## config.mk

```make
export PLATFORM = sky130hd
export DESIGN_NAME = mul_arbiter
export DESIGN_NICKNAME = d
export VERILOG_FILES = /design/src/rtl/mul_arbiter.sv
export SDC_FILE = /design/constraint.sdc
export NUM_CORES = 1
export LEC_CHECK = 0
export CAP_MARGIN = 40
export CORE_MARGIN = 2
export CORE_UTILIZATION = 21
export DETAILED_ROUTE_END_ITERATION = 6
export GPL_ROUTABILITY_DRIVEN = 0
export GPL_TIMING_DRIVEN = 0
export PLACE_DENSITY = 0.81
export SETUP_SLACK_MARGIN = 0.4
export SLEW_MARGIN = 20
export SYNTH_ARGS = -nofsm -noshare
export SYNTH_HDL_FRONTEND = slang
export SYNTH_SLANG_ARGS = --single-unit
```

## constraint.sdc

```tcl
create_clock -name clk -period 1.2 [get_ports clk]
set_input_delay 0.36 -clock clk [delete_from_list [all_inputs] [get_ports clk]]
set_output_delay 0.36 -clock clk [all_outputs]
set_load 0.05 [all_outputs]
```

## src/rtl/mul_arbiter.sv

```systemverilog
// Two-port round-robin front end sharing one 16x16 unsigned multiplier.
// One operation in flight; result held until the owner takes it.
module wallace_mul (
  input  logic        rst_n,
  input  logic [15:0] a,
  input  logic [15:0] b,
  output logic [31:0] p
);

  logic [31:0] r   [16];
  logic [31:0] nxt [16];
  logic [31:0] sum;
  int          n;
  int          m;

  // Carry-save reduction: 16 rows -> 11 -> 8 -> 6 -> 4 -> 3 -> 2
  always_comb begin
    for (int i = 0; i < 16; i++)
      r[i] = b[i] ? (32'(a) << i) : 32'd0;
    n = 16;
    for (int l = 0; l < 6; l++) begin
      m = 0;
      for (int k = 0; k < 16; k++)
        nxt[k] = '0;
      for (int g = 0; g < 5; g++) begin
        if (3 * g + 2 < n) begin
          nxt[4'(m)] = r[4'(3 * g)] ^ r[4'(3 * g + 1)]
                     ^ r[4'(3 * g + 2)];
          nxt[4'(m + 1)] =
            ((r[4'(3 * g)] & r[4'(3 * g + 1)])
           | (r[4'(3 * g)] & r[4'(3 * g + 2)])
           | (r[4'(3 * g + 1)] & r[4'(3 * g + 2)])) << 1;
          m = m + 2;
        end
      end
      for (int k = 0; k < 16; k++) begin
        if (k >= 3 * (n / 3) && k < n) begin
          nxt[4'(m)] = r[k];
          m = m + 1;
        end
      end
      for (int k = 0; k < 16; k++)
        r[k] = nxt[k];
      n = m;
    end
    sum = r[0] + r[1];
  end

  assign p = rst_n ? sum : 32'd0;

endmodule

module mul_arbiter #(
  parameter int CALC_CYCLES = 1
) (
  input  logic        clk,
  input  logic        rst,
  input  logic        req0_valid,
  input  logic [15:0] req0_a,
  input  logic [15:0] req0_b,
  output logic        req0_ready,
  output logic        resp0_valid,
  output logic [31:0] resp0_q,
  input  logic        resp0_ready,
  input  logic        req1_valid,
  input  logic [15:0] req1_a,
  input  logic [15:0] req1_b,
  output logic        req1_ready,
  output logic        resp1_valid,
  output logic [31:0] resp1_q,
  input  logic        resp1_ready,
  output logic        busy
);

  localparam logic [1:0] IDLE = 2'd0;
  localparam logic [1:0] CALC = 2'd1;
  localparam logic [1:0] RESP = 2'd2;
  localparam logic [3:0] CNT_INIT = 4'(CALC_CYCLES);

  logic [1:0]  state;
  logic [3:0]  cnt;
  logic [15:0] op_a;
  logic [15:0] op_b;
  logic        owner;
  logic        last;
  logic [31:0] result;
  logic [31:0] prod;
  logic        rst_n;
  logic        idle;
  logic        g0;
  logic        g1;
  logic        take;

  assign rst_n = ~rst;
  assign idle  = (state == IDLE);

  // Tie goes to whoever did not own the last completed operation
  assign g0 = req0_valid & (~req1_valid | last);
  assign g1 = req1_valid & (~req0_valid | ~last);

  assign req0_ready  = rst_n & idle & g0;
  assign req1_ready  = rst_n & idle & g1;
  assign resp0_valid = (state == RESP) & ~owner;
  assign resp1_valid = (state == RESP) & owner;
  assign resp0_q     = result;
  assign resp1_q     = result;
  assign busy        = ~idle;
  assign take        = owner ? resp1_ready : resp0_ready;

  wallace_mul u_mul (
    .rst_n (rst_n),
    .a     (op_a),
    .b     (op_b),
    .p     (prod)
  );

  always_ff @(posedge clk or posedge rst) begin
    if (rst) begin
      state  <= IDLE;
      cnt    <= '0;
      op_a   <= '0;
      op_b   <= '0;
      owner  <= 1'b0;
      last   <= 1'b1;
      result <= '0;
    end else begin
      case (state)
        IDLE: begin
          if (req0_ready | req1_ready) begin
            op_a  <= req1_ready ? req1_a : req0_a;
            op_b  <= req1_ready ? req1_b : req0_b;
            owner <= req1_ready;
            cnt   <= CNT_INIT;
            state <= CALC;
          end
        end
        CALC: begin
          cnt <= cnt - 4'd1;
          if (cnt == 4'd1) begin
            result <= prod;
            state  <= RESP;
          end
        end
        RESP: begin
          if (take) begin
            last  <= owner;
            state <= IDLE;
          end
        end
        default: state <= IDLE;
      endcase
    end
  end

endmodule

```

==> flow_metrics.tcl, run 1 <==
set metrics [dict create \
    outcome "complete, but fails checks" \
    violations "negative setup slack" \
    crit_type "flop to primary output" \
    clk_latency_ns 0.23 \
    leakage_uw 0.000976 \
    synth.mux.area_fraction_pct 1.07 \
    io-pin-count 139 \
    drive_gt1_share_pct 52.7 \
    synth_edf_count 0 \
    synth_xor_area_share_pct 0.938 \
    post-route-drc-count 0 \
    fp-row-count 24 \
    crit_path_end_kind "primary output" \
    vdd_drop_max_mv 0.569 \
    start_util_pct 21.6 \
    portBuffers 10 \
    cp_max_fo 5 \
    cts_made_buffers 3 \
    start_kind "flop" \
    yosysWarningCount 0 \
    clock_path_buffers 2 \
    antenna_left 0 \
    grt_max_degree 9 \
    core_mm2 0.00432 \
    setup_slack_ns -0.503 \
    cp.required_ns 0.84 \
    async_reset_ff_share_pct 100 \
    fp.dieArea_mm2 0.00499 \
    netlist_area_um2 933 \
    reg2reg_from "state[0]$_DFFE_PP0P_" \
    ys.flop_type "dfrtp_1" \
    vias_per_cell 3.09 \
    multi_input_area_um2 567 \
    cts_tree "done" \
    clkTransAtPathRegs_ns 0.04 \
    setup_viol 12 \
    synth-simple-area-share_pct 12.7 \
    ys_types 28 \
    whs_ns 0.276 \
    hold_path.class "input port to async pin" \
    cts.sinks 8 \
    hold_viol 0 \
    synth_top_family_by_area "buffers and inverters" \
    drtPass1Iterations 4 \
    fin_util_pct 38.7 \
    layout.area.seq_um2 204 \
    drt_iter0_drc 15 \
    grt_pass1_wl_um 2730 \
    reg2regPathDepth 7 \
    finalClockSkew_ns 0.00148 \
    rr_endpoint "cnt[3]$_DFFE_PP0P_" \
    rrSetupSlack_ns -0.33 \
    antenna_found_initial 0 \
    antenna_cells 0 \
    fillers 428 \
    routed_wl_um 1990 \
    hpwlAfterDp_um 1370 \
    nNetsFinal 278 \
    cp.arrival_ns 1.34 \
    track_usage_pct 6.90 \
    vias 793 \
    fmax_ghz 0.587 \
    period_share_pct 142 \
    routedWlPerCell_um 7.74 \
    drv_cap 0 \
    area_delta_synth_final_pct 79.1 \
    grt_pass1_vias 663 \
    power_uw 3120 \
    rsz0062_at_grt "true" \
    synthCells 112 \
    synth-compound-area-share_pct 7.91 \
    p_per_area_mw_per_mm2 1870 \
    ys_seq_area_share_pct 21.6 \
    cts-htree-levels 1 \
    cts_hold_buffers 0 \
    die_height_um 70.7 \
    yosys_register_bits 8 \
    fin_crit_ns 1.70 \
    final-max-slew-violation-count 0 \
    die_w_um 70.7 \
    overflow 0 \
    synth_adder_area_share_pct 2.68 \
    syn_area_per_cell_um2 8.33 \
    cp-startpoint "state[0]$_DFFE_PP0P_" \
    cts-root-buf "clkbuf_8" \
    setup.worst_path.end "req0_ready" \
]
==> cell usage in the layout, fill, tap and decap left out, types with 2 or more instances in the layout <==
master	n
dfrtp_1	5
clkbuf_8	3
nand2_2	2
dfrtp_2	2
buf_6	14
clkdlybuf4s50_1	2
buf_4	67
o21ai_1	2
nor2b_4	3
inv_1	3
buf_8	3
dlymetal6s2s_1	2
a22o_1	2
nor2_1	2
conb_1	64
==> flip-flops by register name, indices dropped and copies added, names as in the netlist <==
signal,count
state,2
owner,1
cnt,4
last,1
==> cells by family (layout without fill, tap and decap cells) <==
group                    Yosys count  after routing
AO/OA/AOI/OAI                     11             11
XOR/XNOR                           1              1
adder cells (fa/ha/maj)            2              2
buffers and inverters             67             97
flip-flops                         8              8
multiplexers                       1              1
other                              1             64
AND/OR/NAND/NOR                   21             21
==> report_power, final <==
part,switching [µW],internal [µW],total [µW],leakage (µW)
Combinational,1180,1040,2220,0.000859
Clock,118,231,350,0.0000228
Sequential,150,399,550,0.0000947
==> cells in the mapped netlist (2+ instances only) <==
cell       n  share of area, %
buf_4     64                51
nor2b_1    3               2.0
inv_1      3               1.2
a22o_1     2               1.9
nand2b_1   2               1.3
nor2_1     4               1.6
a21oi_1    3               1.6
and3_1     2               1.3
nand2_1    3               1.2
ha_1       2               2.7
dfrtp_1    7                19
==> per-stage QoR <==
step,cell area (µm²),setup slack [ns],std cells,TNS [ns]
floorplan,1200,-0.238,175,-0.621
global placement,1370,-1.38,237,-7.13
detailed placement,1370,-1.39,237,-7.38
CTS,1540,-0.527,248,-2.67
global route,1670,-0.558,257,-4.30
finish,1670,-0.503,257,-3.73
==> final cells by class <==
class / count / share of cell area [%]
multi-input combinational: 100 / 33.9
buffer: 64 / 28.7
timing repair buffer: 26 / 17.9
sequential: 8 / 12.2
tap: 52 / 3.89
clock buffer: 4 / 2.69
inverter: 3 / 0.674
==> critical path: stages (launching register included) <==
cell and delay, ns:
dfrtp_2 0.43, nor3_4 0.27, and3_4 0.26, buf_8 0.14
==> routing by layer <==
layer	global-route usage, %	vias to the layer above	routed length, µm
li1	-	418	-
met1	7.24	317	681
met2	12.4	53	1020
met3	1.14	5	229
met4	5.03	0	55
met5	0	-	0
==> how the worst min path moves through the flow <==
stage                        from                  to  slack, ns  depth (start not counted)
3_3_place_gp   cnt[1]$_DFFE_PP0P_  cnt[1]$_DFFE_PP0P_       0.54                          2
3_5_place_dp   cnt[1]$_DFFE_PP0P_  cnt[1]$_DFFE_PP0P_       0.56                          2
6_report                      rst  cnt[1]$_DFFE_PP0P_       0.28                          2
5_1_grt                       rst  cnt[2]$_DFFE_PP0P_       0.32                          2
2_1_floorplan                 rst  cnt[0]$_DFFE_PP0P_       0.17                          1
4_1_cts                       rst  cnt[3]$_DFFE_PP0P_       0.27                          2
==> what timing repair did <==
item                                    in CTS  in global routing
endpoints found under the setup margin      13                 13
gates resized for setup                     53                 17
pin swaps                                   12                  6
setup buffers                                7                  9
endpoints found under the hold margin        0                  0
No activity file was read; power rests on OpenSTA's default activity.
==> run 2, diff against run 1 <==
Settings changed: CORE_ASPECT_RATIO set to 0.7.
==> flow_metrics.tcl, run 2 (synthesis gave the netlist of run 1 again) <==
set metrics [dict create \
    outcome "complete, but fails checks" \
    violations "negative setup slack" \
    mostFrequentLayoutCells "buf_4 (71), conb_1 (64), buf_6 (9)" \
    hold_viol 0 \
    drive_gt1_share_pct 50.7 \
    cts-htree-levels 1 \
    fin_util_pct 37.2 \
    clkTransAtPathRegs_ns 0.04 \
    finalClockSkew_ns 0.00377 \
    start_util_pct 21.7 \
    setup_viol 10 \
    final-max-slew-violation-count 0 \
    fp-row-count 20 \
    drtPass1Iterations 4 \
    cp.required_ns 0.84 \
    vdd_drop_max_mv 0.653 \
    crit_path_end_kind "primary output" \
    fp.dieArea_mm2 0.00500 \
    grt_pass1_wl_um 2620 \
    io-pin-count 139 \
    p_per_area_mw_per_mm2 1800 \
    grt_max_degree 9 \
    cp.arrival_ns 1.28 \
    clk_latency_ns 0.23 \
    nNetsFinal 276 \
    hpwlAfterDp_um 1460 \
    grt_pass1_vias 595 \
    leakage_uw 0.000934 \
    die_height_um 59.8 \
    antenna_found_initial 0 \
    antenna_cells 0 \
    fin_crit_ns 1.64 \
    start_kind "flop" \
    cts-root-buf "clkbuf_8" \
    design_area_mm2 0.00160 \
    post-route-drc-count 0 \
    cts_tree "done" \
    die_w_um 83.7 \
    setup_slack_ns -0.439 \
    track_usage_pct 6.45 \
    routedWlPerCell_um 7.66 \
    hold_path.class "input port to async pin" \
    crit_type "flop to primary output" \
    cp_max_fo 5 \
    antenna_left 0 \
    area_delta_synth_final_pct 71.7 \
    top_regs "cnt x4, state x2" \
    portBuffers 10 \
    final_common_cell "buf_4" \
    drv_cap 0 \
    whs_ns 0.276 \
    clock_path_buffers 2 \
    cts_made_buffers 3 \
    cts_hold_buffers 0 \
    rsz0062_at_grt "true" \
    vias 795 \
    dp_slack_ns -1.33 \
    drt_iter0_drc 50 \
    period_share_pct 137 \
    placedInstanceArea_mm2 0.00137 \
    largest_register_ffs 4 \
    routed_wl_um 1980 \
    top_register "cnt" \
    fmax_ghz 0.610 \
    vias_per_cell 3.08 \
    core_mm2 0.00430 \
    overflow 0 \
    cts.sinks 8 \
]
## run 2: stage by stage
step / total power [µW] / cells / TNS [ns]
6_report: 2890 / 258 / -2.40
5_1_grt: 3060 / 258 / -2.96
3_3_place_gp: 1930 / 240 / -6.81
3_5_place_dp: 1960 / 240 / -6.91
2_1_floorplan: 1730 / 175 / -0.621
4_1_cts: 2580 / 251 / -2.24
## run 2: metal layers
metal | vias to the layer above | global-route usage [%] | routed length, µm
met2 | 39 | 12.8 | 1140
met4 | 0 | 2.07 | 5
met1 | 340 | 6.74 | 667
met3 | 3 | 1.80 | 160
met5 | - | 0 | 0
li1 | 413 | - | -
## run 2: worst max-delay path, stage by stage, from the launching register on
cell and delay (ns):
dfrtp_2 0.44, nor3_4 0.23, nand2_2 0.09, a21oi_4 0.12
buf_6 0.17
## run 2: repair_timing
action | CTS | global route
gates cloned | 0 | 0
pin swaps | 5 | 5
resized for setup | 50 | 10
endpoints found under the setup margin | 13 | 13
setup buffers | 7 | 7
## run 2: path summary, 6_finish.rpt
path                                       from            endpoint  slack [ns]  depth (start not counted)
max reg2reg                state[1]$_DFFE_PP0P_  cnt[3]$_DFFE_PP0P_       -0.18                          5
min                                         rst   owner$_DFFE_PP0P_        0.28                          2
min reg2reg                    last$_DFFE_PP1P_    last$_DFFE_PP1P_        0.60                          1
max                        state[1]$_DFFE_PP0P_          req1_ready       -0.44                          4
min in group clk               last$_DFFE_PP1P_    last$_DFFE_PP1P_        0.60                          1
max in group asynchronous                   rst    last$_DFFE_PP1P_        0.63                          2
## run 2: where the power goes
part	switching, µW	total [µW]	leakage, µW	internal (µW)
logic	1090	1980	0.000816	886
registers	170	569	0.0000947	399
clock network	111	341	0.0000228	231
total	1370	2890	0.000934	1520
## run 2: cell type report
class / count / area (µm²)
Buffer: 64 / 480
Clock buffer: 4 / 45.0
Fill cell: 431 / 2700
Inverter: 3 / 11.3
Multi-Input combinational cell: 100 / 548
Sequential cell: 8 / 204
Tap cell: 55 / 68.8
Timing Repair Buffer: 24 / 245
==> run 3, diff against run 2 <==
Settings changed: CELL_PAD_IN_SITES_DETAIL_PLACEMENT set to 1, CELL_PAD_IN_SITES_GLOBAL_PLACEMENT set to 2, CORE_UTILIZATION 21 to 10, PLACE_DENSITY 0.81 to 0.89.
==> flow_metrics.tcl, run 3 (synthesis gave the netlist of run 1 again) <==
set metrics [dict create \
    outcome "complete, but fails checks" \
    violations "negative setup slack" \
    finalClockSkew_ns 0.00196 \
    hpwlAfterDp_um 1700 \
    setup_slack_ns -0.451 \
    cp_max_fo 4 \
    cts_tree "done" \
    crit_type "flop to primary output" \
    portBuffers 10 \
    clock_path_buffers 2 \
    top_register "cnt" \
    rsz0062_at_grt "true" \
    die_w_um 119 \
    grt_pass1_wl_um 3400 \
    cts.sinks 8 \
    rr_endpoint "cnt[3]$_DFFE_PP0P_" \
    reg2reg_from "state[0]$_DFFE_PP0P_" \
    grt_max_degree 9 \
    fillers 1105 \
    cts_made_buffers 3 \
    nNetsFinal 269 \
    leakage_uw 0.000906 \
    crit_path_end_kind "primary output" \
    core_mm2 0.00907 \
    rrSetupSlack_ns -0.27 \
    antenna_left 0 \
    fin_crit_ns 1.65 \
    antenna_found_initial 0 \
    hold_path.class "input port to async pin" \
    post-route-drc-count 0 \
    reg2regPathDepth 6 \
    track_usage_pct 4.24 \
    largest_register_ffs 4 \
    period_share_pct 138 \
    area_delta_synth_final_pct 77.3 \
    final-max-slew-violation-count 0 \
    top_layer_used "met4" \
    fp.dieArea_mm2 0.0101 \
    cts-root-buf "clkbuf_16" \
    overflow 0 \
    clkTransAtPathRegs_ns 0.04 \
    start_util_pct 10.3 \
    p_per_area_mw_per_mm2 1770 \
    drtPass1Iterations 4 \
    io-pin-count 139 \
    fmax_ghz 0.606 \
    cp.required_ns 0.84 \
    dp_cells 309 \
    clk_latency_ns 0.23 \
    hold_viol 0 \
    start_kind "flop" \
    grt_pass1_vias 685 \
    power_uw 2930 \
    cts-htree-levels 1 \
    antenna_cells 0 \
    drive_gt1_share_pct 49.0 \
    routed_wl_um 2240 \
    drt_iter0_drc 3 \
    routedWlPerCell_um 7.01 \
    top_regs "cnt x4, state x2" \
    mostFrequentLayoutCells "buf_4 (68), conb_1 (64), buf_6 (6)" \
    vdd_drop_max_mv 0.506 \
    cp.arrival_ns 1.29 \
    die_height_um 84.8 \
    fin_cells 320 \
    wl_met3_um 83 \
    vias 773 \
    final_common_cell "buf_4" \
    setup_viol 11 \
    vias_per_cell 2.42 \
    wl_met1_um 849 \
    fp-row-count 29 \
    cts_hold_buffers 0 \
    dr_wl_met2_um 1270 \
    drv_cap 0 \
]
-- run 3: stage by stage --
stage | hold slack (ns) | utilization [%] | TNS (ns) | area [µm²] | worst slack, ns
after floorplan | 0.175 | - | -0.621 | 1200 | -0.238
after global placement | 0.548 | 16.1 | -7.01 | 1460 | -1.34
after detailed placement | 0.560 | 16.1 | -7.30 | 1460 | -1.36
after CTS | 0.271 | 17.9 | -2.33 | 1630 | -0.448
after global routing | 0.316 | 18.2 | -3.43 | 1660 | -0.503
final | 0.286 | 18.2 | -2.70 | 1660 | -0.451
-- run 3: how the worst max path moves through the flow --
stage                              start          end  slack [ns]  cells past startpoint
floorplan           state[1]$_DFFE_PP0P_   req1_ready       -0.24                      3
global placement                     rst   req1_ready       -1.34                      5
detailed placement                   rst   req1_ready       -1.36                      5
CTS                 state[0]$_DFFE_PP0P_   req1_ready       -0.45                      4
global route        state[0]$_DFFE_PP0P_  resp0_valid       -0.50                      4
finish              state[0]$_DFFE_PP0P_  resp0_valid       -0.45                      4
-- run 3: what timing repair did --
action	4_1_cts	5_1_grt
pin swaps	5	2
setup endpoints to repair	13	13
setup buffers	6	1
resized for setup	51	4
hold endpoints to repair	0	0
-- run 3: routing by layer --
| layer | track usage, % | vias up |
|---|---|---|
| met5 | 0 | - |
| met4 | 1.93 | 0 |
| met3 | 1.01 | 5 |
| met2 | 7.74 | 22 |
| met1 | 4.68 | 346 |
| li1 | - | 400 |
-- run 3: where the power goes --
| group | switching [µW] | internal (µW) | leakage (µW) |
|---|---|---|---|
| logic | 1050 | 726 | 0.000774 |
| registers | 172 | 400 | 0.0000947 |
| clock network | 139 | 443 | 0.0000382 |
-- run 3: critical path, cell delays in order, from the launching register on --
cell	delay [ns]
dfrtp_2	0.43
buf_4	0.15
nor2b_4	0.15
nor2b_4	0.16
buf_6	0.16
-- run 3: layout make-up --
| type | count | area [µm²] | share of cell area (%) |
|---|---|---|---|
| multi-input combinational | 100 | 552 | 33.3 |
| buffer | 64 | 480 | 29.0 |
| sequential | 8 | 204 | 12.3 |
| timing repair buffer | 17 | 174 | 10.5 |
| tap | 124 | 155 | 9.37 |
| clock buffer | 4 | 78.8 | 4.76 |
| inverter | 3 | 11.3 | 0.680 |
